### src/rtl/ifetch_ctrl.sv
// Instruction-fetch sequencer for the multicycle core.
// Drives the 1-cycle synchronous instruction ROM, holds the PC, hands each
// fetched word to the core over valid/ready, applies branch/jump redirects,
// and time-shares the ROM with a debug/loader read port.
module ifetch_ctrl #(
  parameter logic [31:0] RESET_PC = 32'h0000_0000,
  parameter int unsigned ADDR_W   = 14
) (
  input  logic              clk,
  input  logic              rst_n,
  output logic [ADDR_W-1:0] rom_addr,
  input  logic [31:0]       rom_data,
  output logic              instr_valid,
  output logic [31:0]       instr,
  output logic [31:0]       instr_pc,
  input  logic              instr_ready,
  input  logic              redirect_valid,
  input  logic [31:0]       redirect_pc,
  input  logic              dbg_req,
  input  logic [ADDR_W-1:0] dbg_addr,
  output logic              dbg_gnt,
  output logic              dbg_rvalid,
  output logic [31:0]       dbg_rdata,
  output logic              fetch_fault
);

  typedef enum logic [2:0] {
    S_FETCH    = 3'd0,
    S_DATA     = 3'd1,
    S_HOLD     = 3'd2,
    S_DBG_REQ  = 3'd3,
    S_DBG_DATA = 3'd4,
    S_FAULT    = 3'd5
  } state_t;

  state_t r_state;
  state_t w_state_nxt;

  logic [31:0] r_pc;
  logic [31:0] r_instr;
  logic [31:0] r_instr_pc;
  logic        r_instr_valid;
  logic [31:0] r_dbg_rdata;
  logic        r_dbg_rvalid;
  logic        r_fetch_fault;
  logic        r_dbg_owed;
  logic        r_pend_vld;
  logic [31:0] r_pend_pc;

  logic [31:0] w_pc_nxt;
  logic [31:0] w_instr_nxt;
  logic [31:0] w_instr_pc_nxt;
  logic        w_instr_valid_nxt;
  logic [31:0] w_dbg_rdata_nxt;
  logic        w_dbg_rvalid_nxt;
  logic        w_fetch_fault_nxt;
  logic        w_dbg_owed_nxt;
  logic        w_pend_vld_nxt;
  logic [31:0] w_pend_pc_nxt;
  logic        w_dbg_gnt;
  logic [ADDR_W-1:0] w_rom_addr;

  logic        w_redir_ok;
  logic        w_core_state;
  logic        w_tgt_vld;
  logic [31:0] w_tgt_pc;
  logic        w_tgt_ok;

  // Redirects act immediately only in the core-owned states.
  assign w_core_state = (r_state == S_FETCH) || (r_state == S_DATA) ||
                        (r_state == S_HOLD);
  assign w_redir_ok   = (redirect_pc[1:0] == 2'b00);

  // Redirect to apply when the debug access finishes: a redirect arriving in
  // the final debug cycle overrides an older pending one.
  assign w_tgt_vld = redirect_valid | r_pend_vld;
  assign w_tgt_pc  = redirect_valid ? redirect_pc : r_pend_pc;
  assign w_tgt_ok  = (w_tgt_pc[1:0] == 2'b00);

  // FSM state register.
  always_ff @(posedge clk or negedge rst_n) begin
    if (!rst_n) begin
      r_state <= S_FETCH;
    end else begin
      r_state <= w_state_nxt;
    end
  end

  // Next-state, datapath next values, ROM address and debug grant.
  always_comb begin
    w_state_nxt       = r_state;
    w_pc_nxt          = r_pc;
    w_instr_nxt       = r_instr;
    w_instr_pc_nxt    = r_instr_pc;
    w_instr_valid_nxt = r_instr_valid;
    w_dbg_rdata_nxt   = r_dbg_rdata;
    w_dbg_rvalid_nxt  = 1'b0;
    w_fetch_fault_nxt = r_fetch_fault;
    w_dbg_owed_nxt    = r_dbg_owed;
    w_pend_vld_nxt    = r_pend_vld;
    w_pend_pc_nxt     = r_pend_pc;
    w_dbg_gnt         = 1'b0;
    w_rom_addr        = r_pc[ADDR_W-1:0];

    if (redirect_valid && w_core_state) begin
      // Redirect beats fetch, data capture and a simultaneous accept; any
      // word in flight from the ROM is simply never captured.
      w_pc_nxt          = redirect_pc;
      w_instr_valid_nxt = 1'b0;
      if (w_redir_ok) begin
        w_state_nxt = S_FETCH;
      end else begin
        w_fetch_fault_nxt = 1'b1;
        w_state_nxt       = S_FAULT;
      end
    end else begin
      case (r_state)
        S_FETCH: begin
          if (dbg_req && !r_dbg_owed) begin
            w_state_nxt = S_DBG_REQ;
          end else begin
            w_state_nxt = S_DATA;
          end
        end

        S_DATA: begin
          w_instr_nxt       = rom_data;
          w_instr_pc_nxt    = r_pc;
          w_instr_valid_nxt = 1'b1;
          w_dbg_owed_nxt    = 1'b0;
          w_state_nxt       = S_HOLD;
        end

        S_HOLD: begin
          if (instr_ready) begin
            w_instr_valid_nxt = 1'b0;
            w_pc_nxt          = r_pc + 32'd4;
            w_state_nxt       = S_FETCH;
          end
        end

        S_DBG_REQ: begin
          w_dbg_gnt  = 1'b1;
          w_rom_addr = dbg_addr;
          if (redirect_valid) begin
            w_pend_vld_nxt = 1'b1;
            w_pend_pc_nxt  = redirect_pc;
          end
          w_state_nxt = S_DBG_DATA;
        end

        S_DBG_DATA: begin
          w_dbg_rdata_nxt  = rom_data;
          w_dbg_rvalid_nxt = 1'b1;
          w_dbg_owed_nxt   = 1'b1;
          w_pend_vld_nxt   = 1'b0;
          w_state_nxt      = S_FETCH;
          // The deferred redirect lands as the FSM re-enters S_FETCH, with
          // the same alignment check as an immediate one.
          if (w_tgt_vld) begin
            w_pc_nxt = w_tgt_pc;
            if (!w_tgt_ok) begin
              w_fetch_fault_nxt = 1'b1;
              w_state_nxt       = S_FAULT;
            end
          end
        end

        S_FAULT: begin
          w_state_nxt = S_FAULT;
        end

        default: begin
          w_state_nxt = S_FETCH;
        end
      endcase
    end
  end

  // Datapath registers.
  always_ff @(posedge clk or negedge rst_n) begin
    if (!rst_n) begin
      r_pc          <= RESET_PC;
      r_instr       <= '0;
      r_instr_pc    <= '0;
      r_instr_valid <= 1'b0;
      r_dbg_rdata   <= '0;
      r_dbg_rvalid  <= 1'b0;
      r_fetch_fault <= 1'b0;
      r_dbg_owed    <= 1'b0;
      r_pend_vld    <= 1'b0;
      r_pend_pc     <= '0;
    end else begin
      r_pc          <= w_pc_nxt;
      r_instr       <= w_instr_nxt;
      r_instr_pc    <= w_instr_pc_nxt;
      r_instr_valid <= w_instr_valid_nxt;
      r_dbg_rdata   <= w_dbg_rdata_nxt;
      r_dbg_rvalid  <= w_dbg_rvalid_nxt;
      r_fetch_fault <= w_fetch_fault_nxt;
      r_dbg_owed    <= w_dbg_owed_nxt;
      r_pend_vld    <= w_pend_vld_nxt;
      r_pend_pc     <= w_pend_pc_nxt;
    end
  end

  assign rom_addr    = w_rom_addr;
  assign dbg_gnt     = w_dbg_gnt;
  assign instr_valid = r_instr_valid;
  assign instr       = r_instr;
  assign instr_pc    = r_instr_pc;
  assign dbg_rvalid  = r_dbg_rvalid;
  assign dbg_rdata   = r_dbg_rdata;
  assign fetch_fault = r_fetch_fault;

endmodule

### config.mk
export PLATFORM = sky130hd
export DESIGN_NAME = ifetch_ctrl
export DESIGN_NICKNAME = d
export VERILOG_FILES = /design/src/rtl/ifetch_ctrl.sv
export SDC_FILE = /design/constraint.sdc
export NUM_CORES = 1
export LEC_CHECK = 0
export BUFFER_PORTS_ARGS = -buffer_cell sky130_fd_sc_hd__buf_2
export CORE_ASPECT_RATIO = 1.2
export CORE_MARGIN = 5
export CORE_UTILIZATION = 50
export DETAILED_ROUTE_END_ITERATION = 10
export GPL_ROUTABILITY_DRIVEN = 1
export HOLD_SLACK_MARGIN = 0.15
export MAX_ROUTING_LAYER = met4
export PLACE_DENSITY = 0.8
export SYNTH_ARGS = -nofsm -noshare
export SYNTH_HDL_FRONTEND = slang
export SYNTH_SLANG_ARGS = --single-unit
### constraint.sdc
create_clock -name clk -period 2.75 [get_ports clk]
set_clock_uncertainty 0.2 [all_clocks]
set_input_delay 0.4125 -clock clk [delete_from_list [all_inputs] [get_ports clk]]
set_output_delay 0.4125 -clock clk [all_outputs]
set_load 0.05 [all_outputs]
==> results.json <==
{
  "synth_compound_area_share_pct": 11.5,
  "vias_per_cell": 5.53,
  "synth.distinct_cells": 57,
  "synth_top_family_by_area": "multiplexers",
  "grt_pass1_vias": 6904,
  "drive_gt1_share_pct": 38.5,
  "synth_area_leaders": "dfrtp_1, mux2_2, nand2_1, a21oi_1, o21ai_0",
  "arrival_ps": 2030,
  "firstDrtPassIters": 5,
  "cp_top_family": "buffers and inverters",
  "gr-usage-all-layers_pct": 25.3,
  "r2r_slack_ps": 430,
  "path_class": "register to output port",
  "cp-start-kind": "register",
  "root_buffer": "clkbuf_16",
  "worst_pin_slew_ps": 869,
  "holdPathEnd": "r_state[1]",
  "cts_buffers": 17,
  "tns_ps": 0,
  "wirelength_um": 21500,
  "worstPathRequired_ps": 2140,
  "setup_violations": 0,
  "core_area_um2": 15500,
  "synth_cells": 710,
  "ant_nets": 0,
  "synth_mux_area_share_pct": 17.0,
  "end_kind": "output port",
  "synth_top_area_share_pct": 54.0,
  "fin_util_pct": 66.7,
  "rsz0062_at_grt": "no",
  "synth-adder-area-share_pct": 0.289,
  "max_stage_delay_ps": 490,
  "hp-class": "input pin to register",
  "yosys.area_share.simple_pct": 13.0,
  "fp.dieH_um": 147,
  "ios": 197,
  "avgSynthCellArea_um2": 11.0,
  "ctsLongestPathBuffers": 2,
  "met3_usage_pct": 6.01,
  "grt_pass1_wl_um": 34900,
  "min_path_cells": 2,
  "gp_congestion": 0.857,
  "wl_per_cell_um": 18.0,
  "ys_seq_area_share_pct": 54.0,
  "reg2reg_from": "r_state[0]",
  "syn-cell-area_um2": 7780,
  "reg2regPathDepth": 6,
  "die_w_um": 124,
  "io_buffers": 196,
  "synth_xor_area_share_pct": 1.35,
  "p_leak_uw": 0.00484,
  "fin_crit_sh_pct": 96.2,
  "initial_core_util_pct": 50.4,
  "use_met2_pct": 41.1,
  "synth_nets": 794,
  "clock_sinks": 168,
  "ir_worst_vdd_v": 0.000862,
  "synth-main-ff-cell": "dfrtp_1",
  "drc": 0,
  "yosysTopAreaCell": "dfrtp_1",
  "htreeDepth": 4,
  "ys_async_sr_fraction_pct": 100,
  "slew_headroom_pct": 41.7,
  "synth_edf_count": 0,
  "r2r-end": "dbg_rdata[13]",
  "vias": 6602,
  "cts_tree": "yes",
  "final_hold_viol_count": 0,
  "drt_iter0_drc": 334,
  "nNetsFinal": 1054,
  "ys_seq_elements": 168,
  "crit_fanout": 15,
  "status": "finished, final reports clean",
  "grt_max_degree": 66,
  "cp_num_buf_inv": 3,
  "slowest_stage": "dfrtp_1",
  "maxSlewViolCount": 0,
  "busiest_layer": "met2",
  "setup_ws_ps": 104,
  "antenna_found_initial": 1,
  "holdCritStartpoint": "redirect_valid",
  "drv_cap": 0,
  "die_area_um2": 18200,
  "fmax_mhz": 378,
  "insertion_delay_ps": 420,
  "power_density_nw_per_um2": 1410,
  "yosysWarnings": 0,
  "fin_crit_ps": 2650,
  "path_cells": "buf_4 > nand2_1 > buf_6 > mux2_2 > buf_2",
  "dp_slack_ps": 413,
  "grt_overflow": 0,
  "grt_use_met1_pct": 29.6,
  "num_rows": 50,
  "dpl.hpwl_um": 14300,
  "clk_pin_slew_worst_paths_ps": 60,
  "areaGrowthSynthToFinish_pct": 32.5
}
-- cells in the final DEF (no fill, tap or decap), drive strengths merged, types with 4 or more instances in the layout --
cell,synthesis,layout
dlygate4sd3,0,66
nand2b,4,4
nand3,10,10
o21ai,26,26
a211oi,8,8
nor4,8,8
o22ai,12,12
mux2,111,111
nand4,8,8
clkinv,0,4
clkbuf,23,22
o22a,8,8
dfrtp,168,168
xor2,6,6
and3,6,6
a22oi,5,5
nor2,32,32
or4,4,4
nor3,11,11
xnor2,6,6
nand2,125,125
a21oi,35,35
buf,22,220
a222oi,5,5
a31oi,8,8
inv,8,9
nor2b,4,4
mux2i,7,7
-- power breakdown --
part	internal, uW	switching [uW]
clock network	1410	974
logic	2330	5140
registers	3690	966
total	7430	7080
-- synthesized netlist by cell type (3+ instances only) --
| cell | n |
|---|---|
| mux2i_1 | 7 |
| a21o_1 | 3 |
| nand2_1 | 125 |
| and2_1 | 3 |
| xnor2_1 | 6 |
| clkbuf_1 | 23 |
| o22a_1 | 5 |
| dfrtp_1 | 168 |
| nor2_1 | 32 |
| a211oi_1 | 8 |
| o22a_2 | 3 |
| nor4_1 | 6 |
| a31oi_1 | 8 |
| xor2_1 | 6 |
| nor3_1 | 11 |
| inv_1 | 7 |
| mux2_2 | 111 |
| nand3_1 | 10 |
| nand4_1 | 7 |
| o22ai_1 | 12 |
| nor2b_1 | 4 |
| a22oi_1 | 5 |
| buf_2 | 17 |
| o31ai_1 | 3 |
| o21ai_0 | 25 |
| nand2b_1 | 4 |
| o21a_1 | 3 |
| buf_1 | 5 |
| and3_1 | 6 |
| a222oi_1 | 5 |
| a21oi_1 | 35 |
-- worst max path at each step --
stage / cells past startpoint / end / start / slack [ps]
final: 5 / rom_addr[8] / r_state[1] / 100
after floorplan: 4 / rom_addr[11] / r_state[1] / 280
after global routing: 5 / rom_addr[0] / r_state[1] / 20
after detailed placement: 5 / rom_addr[13] / r_state[0] / 410
after global placement: 4 / fetch_fault / r_state[0] / 470
after CTS: 5 / rom_addr[4] / r_state[2] / 8
-- metal layers --
metal | part of all wire [%] | routed length (um) | vias to the layer above
met2 | 50 | 10900 | 283
met5 | 0 | 0 | -
li1 | - | - | 3076
met4 | 3.2 | 687 | 0
met1 | 40 | 8550 | 3184
met3 | 6.6 | 1410 | 59
-- layout make-up --
type	count	area (um^2)
antenna	2	5.00
clock buffer	22	474
clock inverter	10	119
fill	1193	5140
inverter	8	30.0
multi-input combinational	489	3360
sequential	168	4210
tap	208	260
timing repair buffer	286	1860
-- kinds of logic (layout without fill, tap and decap cells) --
| kind of cell | count (synthesis) | after routing |
|---|---|---|
| mux | 118 | 118 |
| other cells | 0 | 2 |
| xor+xnor | 12 | 12 |
| simple gates | 221 | 221 |
| buf+inv | 53 | 326 |
| flops | 168 | 168 |
| compound gates | 136 | 136 |
| fa+ha+maj | 2 | 2 |
-- flip-flops by register name, summed over array words and instances, names as in the netlist --
name	cells
r_dbg_owed	1
instr_valid	1
dbg_rvalid	1
fetch_fault	1
r_state	3
r_pc	32
r_pend_vld	1
instr	32
instr_pc	32
dbg_rdata	32
r_pend_pc	32
-- worst reg2reg max path, cell delays in order (launching register included) --
cell and delay [ps]:
dfrtp_2 450, buf_4 180, or3b_2 490, inv_2 380
buf_4 380, nand2_1 120, nand2_1 80
-- repair_timing --
| item | CTS | global route |
|---|---|---|
| hold buffers | 66 | 0 |
| setup buffers | 0 | 1 |
| hold endpoints to repair | 166 | 0 |
| setup endpoints to repair | 13 | 13 |
| gates resized for setup | 1 | 3 |
-- metrics by stage --
step	cell area [um^2]	power [uW]	std cells	hold slack [ps]
2_1_floorplan	7780	10100	710	-83.1
4_1_cts	10300	14500	1190	151
6_report	10300	14500	1193	176
3_3_place_gp	9040	11800	1092	197
3_5_place_dp	9040	12000	1092	199
5_1_grt	10300	15300	1192	192
Note: power is estimated with default switching activity, not from simulation.
